**src/rtl/popcnt_seq.sv**
```systemverilog
// popcnt_seq -- multi-cycle population counter for wide vectors.
//
// One W-bit vector is accepted on a valid/ready input.  A single CHUNK_W-bit
// popcount datapath is then reused over the vector, one chunk per clock, and
// the accumulated total is returned on a valid/ready output.  Counting stops
// early once no set bits remain above the chunk just processed.
//
// Ports:
//   clk      clock, all state updates on the rising edge
//   rst      asynchronous, active-high reset
//   in_vld   input vector valid
//   in_dat   input vector (W bits), sampled only on in_vld & in_rdy
//   in_rdy   block can accept a vector (IDLE and not in reset)
//   out_vld  result valid, held until out_rdy
//   out_cnt  population count of the accepted vector ($clog2(W)+1 bits)
//   out_rdy  consumer accepts the result
//   busy     high whenever the block is not IDLE
module popcnt_seq #(
  parameter int W       = 64,
  parameter int CHUNK_W = 8
) (
  input  logic                 clk,
  input  logic                 rst,
  input  logic                 in_vld,
  input  logic [W-1:0]         in_dat,
  output logic                 in_rdy,
  output logic                 out_vld,
  output logic [$clog2(W):0]   out_cnt,
  input  logic                 out_rdy,
  output logic                 busy
);

  localparam int N_CHUNKS = W / CHUNK_W;
  localparam int CW       = $clog2(W) + 1;
  localparam int PW       = $clog2(CHUNK_W) + 1;
  localparam int IW       = (N_CHUNKS > 1) ? $clog2(N_CHUNKS) : 1;
  localparam logic [IW-1:0] LAST_IDX = IW'(N_CHUNKS - 1);

  localparam logic [1:0] IDLE  = 2'd0;
  localparam logic [1:0] COUNT = 2'd1;
  localparam logic [1:0] DONE  = 2'd2;

  if (CHUNK_W < 1 || (W % CHUNK_W) != 0) begin : g_bad_params
    $error("popcnt_seq: W must be a positive multiple of CHUNK_W");
  end

  logic [1:0]    state;
  logic [W-1:0]  sh;
  logic [CW-1:0] acc;
  logic [IW-1:0] idx;

  logic [PW-1:0] pc;
  logic [W-1:0]  sh_next;
  logic          last;

  // Shared chunk datapath: popcount of the low chunk of the shift register.
  always_comb begin
    pc = '0;
    for (int i = 0; i < CHUNK_W; i++) begin
      pc = pc + PW'(sh[i]);
    end
  end

  // Early exit once nothing above the current chunk is set, or on the final
  // chunk. With N_CHUNKS==1 the shift empties the register so COUNT is one cycle.
  always_comb begin
    sh_next = sh >> CHUNK_W;
    last    = (sh_next == '0) || (idx == LAST_IDX);
  end

  always_ff @(posedge clk or posedge rst) begin
    if (rst) begin
      state <= IDLE;
      sh    <= '0;
      acc   <= '0;
      idx   <= '0;
    end else begin
      case (state)
        IDLE: begin
          if (in_vld && in_rdy) begin
            sh    <= in_dat;
            acc   <= '0;
            idx   <= '0;
            state <= COUNT;
          end
        end
        COUNT: begin
          acc <= acc + CW'(pc);
          sh  <= sh_next;
          idx <= idx + 1'b1;
          if (last) begin
            state <= DONE;
          end
        end
        DONE: begin
          if (out_rdy) begin
            state <= IDLE;
          end
        end
        default: state <= IDLE;
      endcase
    end
  end

  // in_rdy is gated by rst so nothing is accepted while reset is held.
  assign in_rdy  = (state == IDLE) && !rst;
  assign out_vld = (state == DONE);
  assign out_cnt = acc;
  assign busy    = (state != IDLE);

endmodule

```
**config.mk**
```make
export PLATFORM = sky130hd
export DESIGN_NAME = popcnt_seq
export DESIGN_NICKNAME = d
export VERILOG_FILES = /design/src/rtl/popcnt_seq.sv
export SDC_FILE = /design/constraint.sdc
export NUM_CORES = 1
export LEC_CHECK = 0
export ABC_AREA = 0
export BUFFER_PORTS_ARGS = -buffer_cell sky130_fd_sc_hd__buf_2
export CAP_MARGIN = 20
export CORE_MARGIN = 4
export CORE_UTILIZATION = 30
export CTS_CLUSTER_DIAMETER = 60
export DETAILED_ROUTE_END_ITERATION = 8
export GPL_TIMING_DRIVEN = 0
export PLACE_DENSITY = 0.57
export SYNTH_ARGS = -nofsm -noshare
export SYNTH_HDL_FRONTEND = slang
export SYNTH_SLANG_ARGS = --single-unit
```
**constraint.sdc**
```tcl
create_clock -name clk -period 3.9 [get_ports clk]
set_input_delay 0.975 -clock clk [delete_from_list [all_inputs] [get_ports clk]]
set_output_delay 0.975 -clock clk [all_outputs]
set_load 0.01 [all_outputs]
```
* Word level (Yosys, flattened, before mapping)
Index checks and enable logic that the tools add are counted.
W data, S select, Z words.
** Storage, ports and cells
- Memories :: 0
- Bits in latches :: 0
- Bits of input ports :: 68
- Bits in registers :: 76
- RAM bits :: 0
- ROM bits :: 0
- Output and inout port bits :: 10
** Operators by class
- Multiply operators :: 0
- Multiplexer cells :: 10
- $add $sub $neg :: 9
- Order comparisons :: 0
- Reductions and logical operators :: 10
- Equal/unequal tests :: 6
- Bitwise operators :: 0
- Shift-type cells :: 0
- Divide/modulo/power cells :: 0
** Operator list (count)
- $pmux W64 S2 :: 1
- $logic_not A64 Y1 :: 1
- $mux W64 :: 1
- $add A4 B1 Y4 :: 4
- $pmux W7 S2 :: 1
- $add A7 B4 Y7 :: 1
- $mux W7 :: 1
- $mux W2 :: 3
- $pmux W2 S3 :: 1
- $pmux W3 S2 :: 1
- $add A3 B1 Y4 :: 1
- $ne A2 B2 Y1 const B :: 2
- $reduce_bool A2 Y1 :: 2
- $add A2 B1 Y3 :: 1
- $add A3 B1 Y3 const B :: 1
- $eq A3 B3 Y1 const B :: 1
- $mux W3 :: 1
- $reduce_and A3 Y1 :: 1
- $add A1 B1 Y2 :: 1
- $eq A2 B1 Y1 const B :: 1
- $eq A2 B2 Y1 const B :: 1
- $logic_and A1 B1 Y1 :: 2
- $logic_not A2 Y1 :: 1
- $ne A2 B1 Y1 const B :: 1
- other kinds (3) :: 3

* Logic depth before layout (Yosys ltp)
Gate-level depths: netlist of run 1.
- Depth after elaboration :: 9
- Depth in mapped cells :: 11
- Depth with buffers taken out :: 11

* Least setup slack after synthesis of run 1
Ideal clock, no wire load.
- Path type :: reg-to-reg
- Start :: reg acc[0], in the netlist out_cnt[0]
- End :: reg acc[4], in the netlist out_cnt[4]
- Arrival :: 3.244 ns
- Cell stages (with the launch flop) :: 12
- Path slack :: 0.574 ns
- Period minus slack after synthesis :: 3.326 ns
- Required time :: 3.818 ns
- Path buffers :: 0
- Cell sequence :: dfrtp_1 -> fa_1 -> inv_1 -> fa_1 -> fa_1 -> fa_1 -> inv_1 -> fa_1 -> a21o_1 -> a21o_1 -> or2_0 -> a31oi_1
** Between the ends
- Word-level cells in the longest chain between the ends :: 2
** Ends and longest elaborated chain
- from (decl) :: RTL line 49 : logic [CW-1:0] acc;
- from (signal assigned) :: RTL line 88 : acc <= acc + CW'(pc);
- $add A7 B4 Y7 :: RTL line 88
- $pmux W7 S2 :: RTL line 78 : case (state)
No other way between the ends.
A chain may end at the register's enable or synchronous reset.

* Worst setup path after layout of run 1
Ends and elaborated chain as after synthesis.

==> results.txt, run 1 <==
status: completed
die height: 117 um
number of remaining DRC errors: 0
vias in the first global route: 3284
worst hold slack: 0.483 ns
hold-critical path depth: 1
cell with the most instances after synthesis: sky130_fd_sc_hd__nand2_1
number of instances in the synthesized netlist: 374
Max IR drop VDD: 0.274 mV
class of the most critical setup path: flip-flop to flip-flop
ratio of total power to cell area: 920 nW/um^2
clock buffer count from CTS: 9
final std cells w/o fill: 611
Startpoint Class: flip-flop
via/cell ratio: 5.02
total of cells resized after clock tree synthesis: 0
dominant register cell in the synthesized netlist: sky130_fd_sc_hd__dfrtp_1
Clock Skews: 0.00512 ns
die outline area: 13700 um^2
depth of the CTS H-tree: 3
total half-perimeter wirelength after legalization and detailed placement: 7.57 mm
number of search-and-repair iterations in the first detailed-routing pass: 4
via count: 3066
final critical-path required period: 3.43 ns
RSZ-0062 raised after global routing: no
total of warnings raised by yosys: 0
number of top-level design ports: 78
number of post-CTS setup repair buffers: 0
commonest cells in the synthesized netlist: sky130_fd_sc_hd__nand2_1, sky130_fd_sc_hd__dfrtp_1, sky130_fd_sc_hd__a22oi_1, sky130_fd_sc_hd__nor4_1
CTS sink count: 76
reported leakage power: 0.00232 uW
Detailed Route Iter0 Violations: 149
initial cell density of the core: 30.9%
diode insertion count for antenna repair: 0
overall global routing resource usage: 15.9%
critical path capture point type: flip-flop
flip-flop and latch count after synthesis: 76
core region area: 11500 um^2
critical path data required time: 4.15 ns
Post-synth EDFFs: 0
path depth of the worst reg2reg path: 11
count of nets after finishing: 544
maximum count of clock buffers along a single path: 2
final setup fails: 0
Slew Limit Fails: 0
post-synthesis cell type with the largest combined area: sky130_fd_sc_hd__dfrtp_1
transition time at the pin with the least slew margin: 0.596 ns
hold violation count in the final report: 0
x dimension of the die: 117 um
maximum number of pins on one net before global-route repair: 68
wire length of the first global-routing pass: 16.7 mm
mean cell area of the mapped netlist: 9.52 um^2
top cell type's share of synthesized area: 53.4%
per-cell routed wire length: 16.5 um
sequential cell area fraction in the yosys report: 53.4%
number of distinct library cell variants in the gate-level netlist after synthesis: 32
area of the mapped netlist: 3560 um^2
reported max-cap violation count: 0
Hold Path Class: flip-flop to flip-flop
quantity of hold-fixing buffers added after cts: 0
floorplan row count: 39
Layout Area Growth over Synthesis: 27.9%
number of nets produced by synthesis: 455
leading post-synthesis cells by cell area: sky130_fd_sc_hd__dfrtp_1, sky130_fd_sc_hd__nand2_1, sky130_fd_sc_hd__a22oi_1, sky130_fd_sc_hd__fa_1, sky130_fd_sc_hd__ha_1
Total Wirelength: 10.1 mm
Port Buffers: 77
final antenna-violating net count: 0
achievable frequency: 292 MHz
clock root buffer: sky130_fd_sc_hd__clkbuf_16
share of the clock period used by the worst path: 87.9%
antenna violations before repair: 0
number of placed instances with taps included: 595
final core occ: 39.5%
Worst EP arrival: 3.68 ns
sum of overflow across all layers after global routing: 0
clock-pin slew on the worst setup and hold paths: 0.06 ns
clock tree from TritonCTS: done
async set-or-reset flop fraction in the synthesized netlist: 100%
Worst-Skew Late Latency: 0.33 ns
slew margin rel.: 60.1%
fraction of layout cells with a size suffix above 1: 23.3%
CP max FO: 3
final weighted congestion in routability-driven placement: 0.818
-- worst max-delay path: stages (launching register included) --
cell,delay (ns)
sky130_fd_sc_hd__dfrtp_1,0.41
sky130_fd_sc_hd__fa_1,0.54
sky130_fd_sc_hd__inv_1,0.05
sky130_fd_sc_hd__fa_1,0.45
sky130_fd_sc_hd__fa_1,0.52
sky130_fd_sc_hd__fa_1,0.19
sky130_fd_sc_hd__inv_1,0.06
sky130_fd_sc_hd__fa_1,0.40
sky130_fd_sc_hd__a21o_1,0.19
sky130_fd_sc_hd__a21o_1,0.19
sky130_fd_sc_hd__or2_0,0.19
sky130_fd_sc_hd__a31oi_1,0.16
-- report_power, final --
| group | internal [uW] | total (uW) | leakage, uW | switching, uW |
|---|---|---|---|---|
| Combinational | 703 | 1720 | 0.00115 | 1020 |
| Clock | 773 | 1100 | 0.000193 | 325 |
| Sequential | 1110 | 1370 | 0.000983 | 257 |
| Total | 2590 | 4190 | 0.00232 | 1600 |
-- area by class of cell --
class                           count  area, um^2
Tap cell                          143         179
Fill cell                        1169        6960
Inverter                           12        47.5
Sequential cell                    76        1900
Clock inverter                      6         159
Timing Repair Buffer               78         413
Buffer                             22        97.6
Clock buffer                       10         239
Multi-Input combinational cell    264        1520
-- sequential cells by signal, summed over array words and instances, names as in the netlist --
register and flops:
idx 3, sh 64, out_cnt 7, state 2
-- cell families after synthesis --
group | Yosys count | synth area share [%]
flops | 76 | 53.4
buf+inv | 34 | 4.01
fa+ha+maj | 13 | 5.62
mux | 2 | 0.562
xor+xnor | 1 | 0.246
simple gates | 160 | 19.1
compound gates | 88 | 17.1
-- per-layer routing --
layer / track usage, % / vias up / wire [um]
li1: - / 1494 / -
met5: 0 / - / 0
met4: 5.73 / 0 / 185
met3: 3.29 / 14 / 539
met1: 21.8 / 1471 / 4640
met2: 25.0 / 87 / 4720
-- layout by cell type, fill, tap and decap left out, types with 4 or more instances in the layout --
master,instances
sky130_fd_sc_hd__fa_1,5
sky130_fd_sc_hd__nor4_1,14
sky130_fd_sc_hd__buf_1,5
sky130_fd_sc_hd__a22oi_1,56
sky130_fd_sc_hd__clkbuf_1,5
sky130_fd_sc_hd__nand2_1,129
sky130_fd_sc_hd__o21ai_0,10
sky130_fd_sc_hd__ha_1,8
sky130_fd_sc_hd__buf_2,89
sky130_fd_sc_hd__nor2b_1,4
sky130_fd_sc_hd__nand4_1,4
sky130_fd_sc_hd__dfrtp_1,76
sky130_fd_sc_hd__o21ai_1,11
sky130_fd_sc_hd__clkbuf_16,9
sky130_fd_sc_hd__bufinv_16,5
sky130_fd_sc_hd__inv_1,11
-- worst paths after layout --
check | slack (ns) | endpoint | start
max reg2reg | 0.47 | out_cnt[4] | out_cnt[0]
min reg2reg | 0.48 | out_cnt[6] | out_cnt[6]
min | 0.48 | out_cnt[6] | out_cnt[6]
min in group asynchronous | 0.57 | out_cnt[6] | rst
max in group asynchronous | 2.76 | sh[63] | rst
max | 0.47 | out_cnt[4] | out_cnt[0]
-- through the flow --
| stage | setup TNS [ns] | power (uW) | setup WS [ns] | cell area (um^2) |
|---|---|---|---|---|
| after floorplan | 0 | 2600 | 0.574 | 3560 |
| after global placement | -4.56 | 3070 | -0.0633 | 4130 |
| after detailed placement | 0 | 3120 | 0.466 | 4160 |
| after CTS | 0 | 4240 | 0.459 | 4550 |
| after global routing | 0 | 4610 | 0.220 | 4550 |
| final | 0 | 4190 | 0.470 | 4550 |
(Power assumes the default switching activity.)
==> inputs of run 2 (changes only) <==
--- a/config.mk
+++ b/config.mk
@@ -8,12 +8,12 @@
 export ABC_AREA = 0
 export BUFFER_PORTS_ARGS = -buffer_cell sky130_fd_sc_hd__buf_2
 export CAP_MARGIN = 20
-export CORE_MARGIN = 4
+export CORE_MARGIN = 8
 export CORE_UTILIZATION = 30
 export CTS_CLUSTER_DIAMETER = 60
 export DETAILED_ROUTE_END_ITERATION = 8
 export GPL_TIMING_DRIVEN = 0
-export PLACE_DENSITY = 0.57
+export PLACE_DENSITY = 0.56
 export SYNTH_ARGS = -nofsm -noshare
 export SYNTH_HDL_FRONTEND = slang
 export SYNTH_SLANG_ARGS = --single-unit
==> results.txt, run 2 (synthesized netlist as in run 1, its figures left out) <==
path depth of the worst reg2reg path: 11 (unchanged)
clock root buffer: sky130_fd_sc_hd__clkbuf_16 (unchanged)
total half-perimeter wirelength after legalization and detailed placement: 7.96 mm (was 7.57 mm)
total of cells resized after clock tree synthesis: 0 (unchanged)
Worst-Skew Late Latency: 0.33 ns (about the same)
most used cells in the layout excluding fill and tap cells: sky130_fd_sc_hd__nand2_1, sky130_fd_sc_hd__buf_2, sky130_fd_sc_hd__dfrtp_1 (unchanged)
antenna violations before repair: 0 (unchanged)
die outline area: 15600 um^2 (was 13700 um^2)
Layout Area Growth over Synthesis: 26.5% (was 27.9%)
sum of overflow across all layers after global routing: 0 (unchanged)
register with the most flip-flops: sh (unchanged)
terminus of the critical flop-to-flop path: out_cnt[4] (unchanged)
diode insertion count for antenna repair: 0 (unchanged)
Worst EP arrival: 3.68 ns (about the same)
Slew Limit Fails: 0 (unchanged)
clock buffer count from CTS: 9 (unchanged)
HP Start: out_cnt[6] (unchanged)
final core occ: 39.1% (was 39.5%)
delay-heaviest family, CP: adder cells (unchanged)
number of search-and-repair iterations in the first detailed-routing pass: 5 (was 4)
share of the clock period used by the worst path: 88.0% (was 87.9%)
Detailed Route Iter0 Violations: 191 (was 149)
number of top-level design ports: 78 (unchanged)
hold violation count in the final report: 0 (unchanged)
quantity of hold-fixing buffers added after cts: 0 (unchanged)
GR peak layer: met2 (unchanged)
number of buffers and inverters on the critical path: 2 (unchanged)
transition time at the pin with the least slew margin: 0.593 ns (was 0.596 ns)
CTS sink count: 76 (unchanged)
status: completed (unchanged)
x dimension of the die: 125 um (was 117 um)
final antenna-violating net count: 0 (unchanged)
critical path cell sequence: fa_1 > inv_1 > fa_1 > fa_1 > fa_1 > inv_1 > fa_1 > a21o_1 > a21o_1 > or2_0 > a31oi_1 (unchanged)
Max IR drop VDD: 0.298 mV (was 0.274 mV)
Total Wirelength: 10.4 mm (was 10.1 mm)
fraction of layout cells with a size suffix above 1: 23.3% (unchanged)
ratio of total power to cell area: 905 nW/um^2 (was 920 nW/um^2)
reported max-cap violation count: 0 (unchanged)
CP max FO: 3 (unchanged)
Hold Path Class: flip-flop to flip-flop (unchanged)
clock-pin slew on the worst setup and hold paths: 0.06 ns (about the same)
class of the most critical setup path: flip-flop to flip-flop (unchanged)
via/cell ratio: 5.07 (was 5.02)
final weighted congestion in routability-driven placement: 0.793 (was 0.818)
critical path data required time: 4.15 ns (about the same)
number of remaining DRC errors: 0 (unchanged)
floorplan row count: 39 (unchanged)
Global Route met3 Usage: 3.99% (was 3.29%)
flop2flop setup slack: 0.47 ns (about the same)
final sum of negative setup slack: 0 ns (unchanged)
final std cells w/o fill: 611 (unchanged)
core region area: 11500 um^2 (unchanged)
number of post-CTS setup repair buffers: 0 (unchanged)
met2 demand-to-capacity share in global routing: 21.7% (was 25.0%)
final critical-path required period: 3.43 ns (about the same)
vias in the first global route: 3309 (was 3284)
maximum number of pins on one net before global-route repair: 49 (was 68)
worst r2r src: out_cnt[0] (unchanged)
flip-flop count of the largest register, all copies and words added: 64 (unchanged)
overall global routing resource usage: 13.6% (was 15.9%)
critical path capture point type: flip-flop (unchanged)
die height: 125 um (was 117 um)
Crit path depth: 11 (unchanged)
count of nets after finishing: 544 (unchanged)
slowest stage delay, CP: 0.54 ns (about the same)
per-cell routed wire length: 17.0 um (was 16.5 um)
initial cell density of the core: 30.9% (unchanged)
achievable frequency: 291 MHz (was 292 MHz)
final setup fails: 0 (unchanged)
number of placed instances with taps included: 595 (unchanged)
Port Buffers: 77 (unchanged)
Startpoint Class: flip-flop (unchanged)
RSZ-0062 raised after global routing: no (unchanged)
clock tree from TritonCTS: done (unchanged)
Clock Skews: 0.00536 ns (was 0.00512 ns)
wire length of the first global-routing pass: 17.1 mm (was 16.7 mm)
cell repeated most along the worst path: sky130_fd_sc_hd__fa_1 (unchanged)
maximum count of clock buffers along a single path: 2 (unchanged)
met1 GRT Util: 17.4% (was 21.8%)
FILL cells: 1190 (was 1169)
reported leakage power: 0.00229 uW (was 0.00232 uW)
worst setup path start: out_cnt[0] (unchanged)
via count: 3098 (was 3066)
slew margin rel.: 60.3% (was 60.1%)
Max stage delay cell, worst path: sky130_fd_sc_hd__fa_1 (unchanged)
most frequent standard cell in the layout excluding fill and tap cells: sky130_fd_sc_hd__nand2_1 (unchanged)
depth of the CTS H-tree: 3 (unchanged)
crit path to: out_cnt[4] (unchanged)
[run 2: how the worst min path moves through the flow]
stage | cells after the start | to
detailed placement | 1 | out_cnt[6]
finish | 1 | out_cnt[6]
global placement | 1 | out_cnt[6]
global route | 1 | out_cnt[6]
CTS | 1 | out_cnt[6]
floorplan | 2 | sh[2]
[run 2: area by class of cell]
cell class                 count  area [um^2]  area share (%)
clock buffer                   9          225            5.00
clock inverter                 7          123            2.72
sequential                    76         1900            42.2
multi-input combinational    264         1520            33.7
timing repair buffer          78          413            9.17
buffer                        22         97.6            2.17
inverter                      12         47.5            1.06
tap                          143          179            3.97
[run 2: metrics by stage]
step | worst slack, ns | power, uW | hold slack, ns | instance area, um^2
5_1_grt | 0.284 | 4450 | 0.516 | 4500
3_3_place_gp | -0.0223 | 3070 | 0.462 | 4130
4_1_cts | 0.434 | 4120 | 0.485 | 4500
3_5_place_dp | 0.461 | 3130 | 0.477 | 4160
2_1_floorplan | 0.574 | 2600 | 0.466 | 3560
6_report | 0.467 | 4080 | 0.480 | 4500
[run 2: worst reg2reg max path: cells and delay by family, from the launching register on]
kind | cells | cell delay (ns)
buffers and inverters | 2 | 0.11
DFF | 1 | 0.42
adders and majority gates | 5 | 2.08
AOI/OAI and AO/OA | 3 | 0.57
and+or+nand+nor | 1 | 0.20
[run 2: routing by layer]
metal	part of all wire, %	wire, um
met5	0	0
met4	1.4	144
met3	4.4	454
met2	47	4910
met1	47	4890
[run 2: power by group]
part           total, uW  internal (uW)  leakage, uW  switching [uW]
registers           1370           1110     0.000983             260
logic               1730            705      0.00115            1030
clock network        971            630     0.000163             341
total               4080           2440      0.00229            1630
==> inputs of run 3 (changes only) <==
--- a/config.mk
+++ b/config.mk
@@ -6,7 +6,7 @@
 export NUM_CORES = 1
 export LEC_CHECK = 0
 export ABC_AREA = 0
-export BUFFER_PORTS_ARGS = -buffer_cell sky130_fd_sc_hd__buf_2
+export BUFFER_PORTS_ARGS = -buffer_cell sky130_fd_sc_hd__buf_4
 export CAP_MARGIN = 20
 export CORE_MARGIN = 8
 export CORE_UTILIZATION = 30
@@ -14,6 +14,7 @@
 export DETAILED_ROUTE_END_ITERATION = 8
 export GPL_TIMING_DRIVEN = 0
 export PLACE_DENSITY = 0.56
+export SETUP_SLACK_MARGIN = 0.3
 export SYNTH_ARGS = -nofsm -noshare
 export SYNTH_HDL_FRONTEND = slang
 export SYNTH_SLANG_ARGS = --single-unit
==> constraint.sdc (replaced) <==
create_clock -name clk -period 3.9 [get_ports clk]
set_input_delay 0.975 -clock clk [delete_from_list [all_inputs] [get_ports clk]]
set_output_delay 0.975 -clock clk [all_outputs]
set_load 0.05 [all_outputs]
==> results.txt, run 3 (synthesized netlist as in run 1, its figures left out) <==
most frequent standard cell in the layout excluding fill and tap cells: sky130_fd_sc_hd__nand2_1 (unchanged)
Placement Setup Slack: 0.426 ns (was 0.461 ns)
number of search-and-repair iterations in the first detailed-routing pass: 4 (was 5)
final setup fails: 0 (unchanged)
clock-pin slew on the worst setup and hold paths: 0.06 ns (about the same)
hold-critical path depth: 1 (unchanged)
overall global routing resource usage: 13.7% (was 13.6%)
share of the clock period used by the worst path: 87.3% (was 88.0%)
maximum count of clock buffers along a single path: 2 (unchanged)
hold violation count in the final report: 0 (unchanged)
per-cell routed wire length: 17.1 um (was 17.0 um)
sum of overflow across all layers after global routing: 0 (unchanged)
floorplan row count: 39 (unchanged)
switching power: 1750 uW (was 1630 uW)
final critical-path required period: 3.40 ns (was 3.43 ns)
final core occ: 40.9% (was 39.1%)
Port Buffers: 77 (unchanged)
clock power share: 22.9% (was 23.8%)
final critical-path setup slack: 0.497 ns (was 0.467 ns)
critical path cell sequence: fa_1 > inv_1 > fa_1 > fa_1 > fa_1 > inv_1 > fa_2 > a21o_1 > a21o_1 > or2_0 > a31oi_1 (was fa_1 > inv_1 > fa_1 > fa_1 > fa_1 > inv_1 > fa_1 > a21o_1 > a21o_1 > or2_0 > a31oi_1)
depth of the CTS H-tree: 3 (unchanged)
register with the most flip-flops: sh (unchanged)
initial cell density of the core: 30.9% (unchanged)
die height: 125 um (unchanged)
via/cell ratio: 5.02 (was 5.07)
x dimension of the die: 125 um (unchanged)
clock tree from TritonCTS: done (unchanged)
Crit path depth: 11 (unchanged)
Max stage delay cell, worst path: sky130_fd_sc_hd__fa_1 (unchanged)
clock root buffer: sky130_fd_sc_hd__clkbuf_16 (unchanged)
Clock Skews: 0.00676 ns (was 0.00536 ns)
final weighted congestion in routability-driven placement: 0.794 (was 0.793)
vias in the first global route: 3326 (was 3309)
Max IR drop VDD: 0.275 mV (was 0.298 mV)
CP max FO: 3 (unchanged)
status: completed (unchanged)
maximum number of pins on one net before global-route repair: 49 (unchanged)
ratio of total power to cell area: 911 nW/um^2 (was 905 nW/um^2)
die outline area: 15600 um^2 (unchanged)
cell repeated most along the worst path: sky130_fd_sc_hd__fa_1 (unchanged)
Layout Area Growth over Synthesis: 32.3% (was 26.5%)
slowest stage delay, CP: 0.54 ns (about the same)
Hold Path Class: flip-flop to flip-flop (unchanged)
critical path capture point type: flip-flop (unchanged)
reported leakage power: 0.00237 uW (was 0.00229 uW)
Worst EP arrival: 3.65 ns (was 3.68 ns)
path depth of the worst reg2reg path: 11 (unchanged)
slew margin rel.: 55.4% (was 60.3%)
delay-heaviest family, CP: adder cells (unchanged)
Startpoint Class: flip-flop (unchanged)
net switching share of the total power: 40.8% (was 40.0%)
transition time at the pin with the least slew margin: 0.661 ns (was 0.593 ns)
Worst-Skew Late Latency: 0.33 ns (about the same)
clock buffer count from CTS: 9 (unchanged)
Total Wirelength: 10.4 mm (about the same)
number of remaining DRC errors: 0 (unchanged)
final antenna-violating net count: 0 (unchanged)
number of buffers and inverters on the critical path: 2 (unchanged)
CTS sink count: 76 (unchanged)
quantity of hold-fixing buffers added after cts: 0 (unchanged)
flop2flop setup slack: 0.50 ns (was 0.47 ns)
critical path data required time: 4.15 ns (about the same)
total half-perimeter wirelength after legalization and detailed placement: 8.00 mm (was 7.96 mm)
count of nets after finishing: 545 (was 544)
part of the total power dissipated in sequential elements: 31.9% (was 33.6%)
RSZ-0062 raised after global routing: no (unchanged)
number of top-level design ports: 78 (unchanged)
antenna violations before repair: 0 (unchanged)
core region area: 11500 um^2 (unchanged)
internal power consumption: 2540 uW (was 2440 uW)
Gate power share: 45.2% (was 42.6%)
class of the most critical setup path: flip-flop to flip-flop (unchanged)
flip-flop count of the largest register, all copies and words added: 64 (unchanged)
via count: 3071 (was 3098)
Detailed Route Iter0 Violations: 223 (was 191)
diode insertion count for antenna repair: 0 (unchanged)
most used cells in the layout excluding fill and tap cells: sky130_fd_sc_hd__nand2_1, sky130_fd_sc_hd__buf_4, sky130_fd_sc_hd__dfrtp_1 (was sky130_fd_sc_hd__nand2_1, sky130_fd_sc_hd__buf_2, sky130_fd_sc_hd__dfrtp_1)
fraction of layout cells with a size suffix above 1: 23.5% (was 23.3%)
Slew Limit Fails: 0 (unchanged)
achievable frequency: 294 MHz (was 291 MHz)
final std cells w/o fill: 612 (was 611)
number of placed instances with taps included: 595 (unchanged)
wire length of the first global-routing pass: 17.3 mm (was 17.1 mm)
reported max-cap violation count: 0 (unchanged)
run 3: cell count changes in the layout (fill, tap and decap cells not counted), sizes merged:
cell	previous run	this run
buf	95	96
clkbuf	14	17
clkinv	0	1
clkinvlp	2	0
inv	14	12
run 3: power groups by stage:
stage	sequential [uW]	combinational, uW	clock, uW
3_5_place_dp	1390	1940	0
2_1_floorplan	1400	1330	0
5_1_grt	1410	2220	1030
6_report	1370	1940	981
4_1_cts	1370	1950	1000
3_3_place_gp	1380	1870	0
run 3: final cells by class:
type / instances / area [um^2]
Multi-Input combinational cell: 264 / 1520
Clock inverter: 4 / 95.1
Clock buffer: 12 / 256
Fill cell: 1179 / 6810
Tap cell: 143 / 179
Timing Repair Buffer: 79 / 613
Sequential cell: 76 / 1900
Inverter: 12 / 47.5
Buffer: 22 / 97.6
run 3: final timing paths:
path	start	to
min	out_cnt[6]	out_cnt[6]
max reg2reg	out_cnt[0]	out_cnt[4]
min in group asynchronous	rst	out_cnt[5]
max	out_cnt[0]	out_cnt[4]
min reg2reg	out_cnt[6]	out_cnt[6]
max in group asynchronous	rst	sh[24]
run 3: metal layers:
layer	wire, um	part of all wire, %	GRT usage, %
met5	0	0	0
met4	217	2.1	5.30
met3	482	4.6	3.57
met2	4870	47	21.5
met1	4870	47	17.7
run 3: repair_timing:
action	CTS	global route
endpoints found under the hold margin	0	0
resized for setup	0	1
setup buffers	0	1
endpoints found under the setup margin	0	1
run 3: worst reg2reg max path: stages (launching register included):
cell and delay, ns:
sky130_fd_sc_hd__dfrtp_1 0.41, sky130_fd_sc_hd__fa_1 0.54, sky130_fd_sc_hd__inv_1 0.05, sky130_fd_sc_hd__fa_1 0.45
sky130_fd_sc_hd__fa_1 0.51, sky130_fd_sc_hd__fa_1 0.20, sky130_fd_sc_hd__inv_1 0.06, sky130_fd_sc_hd__fa_2 0.36
sky130_fd_sc_hd__a21o_1 0.18, sky130_fd_sc_hd__a21o_1 0.20, sky130_fd_sc_hd__or2_0 0.20, sky130_fd_sc_hd__a31oi_1 0.16
run 3: stage by stage:
stage          total power [uW]  setup TNS [ns]  hold slack (ns)  instance area (um^2)
2_1_floorplan              2730               0            0.466                  3560
4_1_cts                    4330               0            0.495                  4700
6_report                   4290               0            0.489                  4710
3_3_place_gp               3250           -2.65            0.469                  4320
3_5_place_dp               3330               0            0.486                  4350
5_1_grt                    4660               0            0.514                  4710
